$ cat config.mk
export PLATFORM = sky130hd
export DESIGN_NAME = demux1_2_stream
export DESIGN_NICKNAME = d
export VERILOG_FILES = /design/src/rtl/demux1_2_stream.sv
export SDC_FILE = /design/constraint.sdc
export NUM_CORES = 1
export LEC_CHECK = 0
export ABC_CLOCK_PERIOD_IN_PS = 2000
export CORE_MARGIN = 1.5
export CORE_UTILIZATION = 45
export CTS_CLUSTER_SIZE = 16
export DETAILED_ROUTE_END_ITERATION = 7
export PLACE_DENSITY = 0.81
export SETUP_SLACK_MARGIN = 0.2
export SLEW_MARGIN = 30
export SYNTH_ARGS = -nofsm -noshare
export SYNTH_HDL_FRONTEND = slang
export SYNTH_SLANG_ARGS = --single-unit
$ cat constraint.sdc
create_clock -name clk -period 2 [get_ports clk]
set_input_delay 0.5 -clock clk [delete_from_list [all_inputs] [get_ports clk]]
set_output_delay 0.5 -clock clk [all_outputs]
set_load 0.01 [all_outputs]
$ cat src/rtl/demux1_2_stream.sv
// 1-to-2 stream demultiplexer: each output channel has a one-entry holding
// register with valid/ready handshaking and a wrapping count of accepted beats.
module demux1_2_stream #(
  parameter int unsigned DW = 8,
  parameter int unsigned CW = 8
) (
  input  logic          clk,
  input  logic          rst_n,
  input  logic          in_valid,
  output logic          in_ready,
  input  logic [DW-1:0] in_data,
  input  logic          in_sel,
  output logic          y1_valid,
  input  logic          y1_ready,
  output logic [DW-1:0] y1_data,
  output logic          y2_valid,
  input  logic          y2_ready,
  output logic [DW-1:0] y2_data,
  output logic [CW-1:0] y1_count,
  output logic [CW-1:0] y2_count
);

  typedef enum logic {
    EMPTY = 1'b0,
    FULL  = 1'b1
  } ch_state_e;

  ch_state_e     st_q   [2];
  logic [DW-1:0] data_q [2];
  logic [CW-1:0] cnt_q  [2];

  logic [1:0] out_ready;
  logic [1:0] load;
  logic       accept;

  assign out_ready = {y2_ready, y1_ready};

  // Ready depends only on the selected channel's occupancy and consumer ready,
  // never on in_valid, so upstream may legally wait for ready before asserting valid.
  always_comb begin
    in_ready = rst_n & ((st_q[in_sel] == EMPTY) | out_ready[in_sel]);
    accept   = in_valid & in_ready;
    load     = {accept & in_sel, accept & ~in_sel};
  end

  always_ff @(posedge clk) begin
    if (!rst_n) begin
      for (int unsigned i = 0; i < 2; i++) begin
        st_q[i]   <= EMPTY;
        data_q[i] <= '0;
        cnt_q[i]  <= '0;
      end
    end else begin
      for (int unsigned i = 0; i < 2; i++) begin
        unique case (st_q[i])
          EMPTY: begin
            if (load[i]) begin
              st_q[i]   <= FULL;
              data_q[i] <= in_data;
            end
          end
          FULL: begin
            if (load[i]) begin
              data_q[i] <= in_data;
            end else if (out_ready[i]) begin
              st_q[i] <= EMPTY;
            end
          end
          default: st_q[i] <= EMPTY;
        endcase
        if (load[i]) begin
          cnt_q[i] <= cnt_q[i] + 1'b1;
        end
      end
    end
  end

  assign y1_valid = (st_q[0] == FULL);
  assign y2_valid = (st_q[1] == FULL);
  assign y1_data  = data_q[0];
  assign y2_data  = data_q[1];
  assign y1_count = cnt_q[0];
  assign y2_count = cnt_q[1];

endmodule

==> results.py <==
metrics = {
    "power_and_ir_drop": {
        "pwr_density_cell_mw_per_mm2": 656,
        "power_w": 0.00154,
        "p_leak_nw": 1.04,
        "irDropWorstVdd_mv": 0.410,
    },
    "cells_and_area": {
        "drive_above_1_share": 0.186,
        "n_antenna_cell": 0,
        "finalInstanceArea_sq_mm": 0.00235,
        "area_growth_syn_to_layout_pct": 52.0,
        "nets": 230,
    },
    "global_routing": {
        "antenna_found_initial": 0,
        "grt_overflow_total": 0,
        "grt_start_max_net_pins": 18,
        "grt_pass1_wl_um": 5410,
        "grt_pass1_vias": 1285,
        "grt_use_total": 0.202,
    },
    "clocking": {
        "cts.sinks": 34,
        "cts_max_path_buffers": 2,
        "cts_made_buffers": 5,
        "cts_root_buf": "clkbuf_4",
        "hold_buffers": 0,
        "cts_tree": "built",
        "cts.clk_slew.worst_paths_ns": 0.10,
        "clk_latency_ns": 0.33,
        "h-tree-depth": 2,
    },
    "die": {
        "die_h_um": 61.6,
        "die_width_um": 61.6,
        "die_area_sq_mm": 0.00380,
        "rows": 21,
        "start_util": 0.467,
        "ios": 49,
        "core-area_sq_mm": 0.00331,
    },
    "placed_design": {
        "port_buffers": 48,
        "dpl.hpwl_um": 2540,
        "place_congestion": 0.760,
        "placed_cell_area_sq_mm": 0.00216,
    },
    "sta": {
        "setup_viol": 0,
        "slew_viol_final": 0,
        "finClkSkew_ns": 0.00760,
        "relSlewSlack": 0.800,
        "min_period_ns": 1.86,
        "fmax_mhz": 538,
        "rsz0062_at_grt": "yes",
        "tightest_slew_ns": 0.299,
        "holdWs_ns": 0.627,
        "fin_crit_sh": 0.930,
        "hold_viol_final": 0,
    },
    "outcome": {
        "status": "finished, final reports clean",
    },
    "synthesis": {
        "netlist_area_sq_mm": 0.00155,
        "yosys_warnings": 0,
        "ys_types": 23,
        "synth_seq_cells": 34,
        "syn_avg_cell_area_sq_um": 11.6,
        "syn_inst": 134,
        "syn_nets": 150,
        "ys_seq_area_frac": 0.653,
    },
    "min_path": {
        "min_from": "st_q[1]",
        "min_delay_path_depth": 1,
        "min-delay-path-class": "register to register",
        "min_to": "st_q[0]",
    },
    "critical_path": {
        "worstSetupPathType": "input port to primary output",
        "slowest_delay_ns": 0.38,
        "end_kind": "primary output",
        "reg2regPathDepth": 7,
        "crit_path_cell_trace": "dlygate4sd2_1 > or3b_4 > nand3_2 > inv_2 > buf_6",
        "crit_required_ns": 1.50,
        "r2r_start": "st_q[0]",
        "cp_max_fo": 2,
        "rrSetupSlack_ns": 0.41,
        "crit_arrival_ns": 1.36,
        "slowest_stage": "or3b_4",
        "cp-start-kind": "input port",
        "regToRegEndpoint": "data_q[1][4]",
    },
    "flow_run": {
        "cap_violations": 0,
    },
    "routing": {
        "drtPass1Iterations": 4,
        "remaining_drc_errors": 0,
        "drt_iter0_markers": 97,
        "route.final.wire_length_um": 3500,
        "routedWlPerCell_um": 13.4,
        "viasPerCell": 5.07,
        "ant_nets": 0,
        "route.vias.total": 1323,
    },
}
[sequential cells by signal, indices dropped and copies added (netlist names)]
register / count
data_q: 16
st_q: 2
cnt_q: 16
[worst max-delay path by stage]
stage	startpoint	end	depth (start not counted)
after global routing	st_q[0]	in_ready	4
after global placement	in_sel	in_ready	5
after detailed placement	in_sel	in_ready	5
after floorplan	in_valid	cnt_q[0][10]	3
after CTS	y1_ready	in_ready	5
final	y1_ready	in_ready	5
[cell usage in the layout (no fill, tap or decap)]
cell type        Yosys  final
xor2_1               3      3
o211ai_1             1      1
nand3_1              9      9
nand2b_1             1      1
dlygate4sd2_1        0      4
inv_1                5      4
dlymetal6s2s_1       0     11
buf_4                0     28
clkinv_1             0      1
or3_1                6      6
nand4_4              1      1
nand3b_1             1      1
clkdlybuf4s15_1      0      1
dfxtp_2              0      1
o21ai_0             10     10
nor2b_1              3      3
or3b_4               1      1
clkbuf_4             0      5
inv_2                0      1
a21oi_1              7      7
edfxtp_1            33     33
nand4_1              2      2
nand3_2              1      1
xnor2_1              3      3
clkbuf_1             2      1
nand2_1             14     14
a221oi_1             1      1
nor2_1              26     26
buf_6                1      1
clkinv_2             0      1
ha_1                 2      2
clkdlybuf4s50_1      0     31
[final cells by class]
type / count / area [sq um]
Multi-Input combinational cell: 92 / 499
Sequential cell: 34 / 1010
Fill cell: 251 / 958
Tap cell: 46 / 57.6
Timing Repair Buffer: 76 / 714
Clock buffer: 6 / 41.3
Clock inverter: 2 / 8.76
Inverter: 5 / 18.8
[metal layers]
metal  share of wire  vias up  wire length [um]  GRT usage
met5               0        -                 0          0
met4           0.016        0                57      0.106
met3           0.067        6               235     0.0609
met2            0.53       54              1870      0.340
met1            0.38      620              1340      0.231
li1                -      643                 -          -
[cells in the mapped netlist (all sizes together)]
cell,count,area share
nand4,3,0.022
ha,2,0.016
nand3,10,0.036
clkbuf,2,0.0049
nor2,26,0.063
edfxtp,33,0.64
xnor2,3,0.017
dfxtp,1,0.013
o21ai,10,0.032
nand2,14,0.034
nand3b,1,0.0049
o211ai,1,0.0049
nand2b,1,0.0040
a221oi,1,0.0057
xor2,3,0.017
inv,5,0.012
nor2b,3,0.012
or3,6,0.024
buf,1,0.0073
or3b,1,0.0073
a21oi,7,0.023
[power breakdown]
group	internal (W)	total [W]	switching (W)
Combinational	0.000179	0.000330	0.000151
Sequential	0.000842	0.000867	0.0000248
Clock	0.000132	0.000346	0.000214
Total	0.00115	0.00154	0.000390
[critical path, delay by kind of cell]
kind                   cells  cell delay (ns)
buffers and inverters      3             0.40
and+or+nand+nor            2             0.47
[cells by family after synthesis]
| kind of cell | synth area share |
|---|---|
| adders and majority gates | 0.0162 |
| xor gates and xnor gates | 0.0340 |
| buffers and inverters | 0.0243 |
| DFF | 0.653 |
| and+or+nand+nor | 0.207 |
| AOI/OAI and AO/OA | 0.0655 |
[timing repair]
action | 4_1_cts | 5_1_grt
setup buffers | 14 | 2
endpoints found under the setup margin | 15 | 12
gates resized for setup | 10 | 14
pin swaps | 2 | 1
[through the flow]
stage,cells,utilization,setup slack [ns],TNS (ns)
3_5_place_dp,237,0.652,-0.417,-1.59
5_1_grt,261,0.711,0.0948,0
3_3_place_gp,237,0.652,-0.409,-0.849
6_report,261,0.711,0.140,0
2_1_floorplan,134,-,0.141,0
4_1_cts,259,0.695,0.110,0
Power figures use the tool's default switching activity.
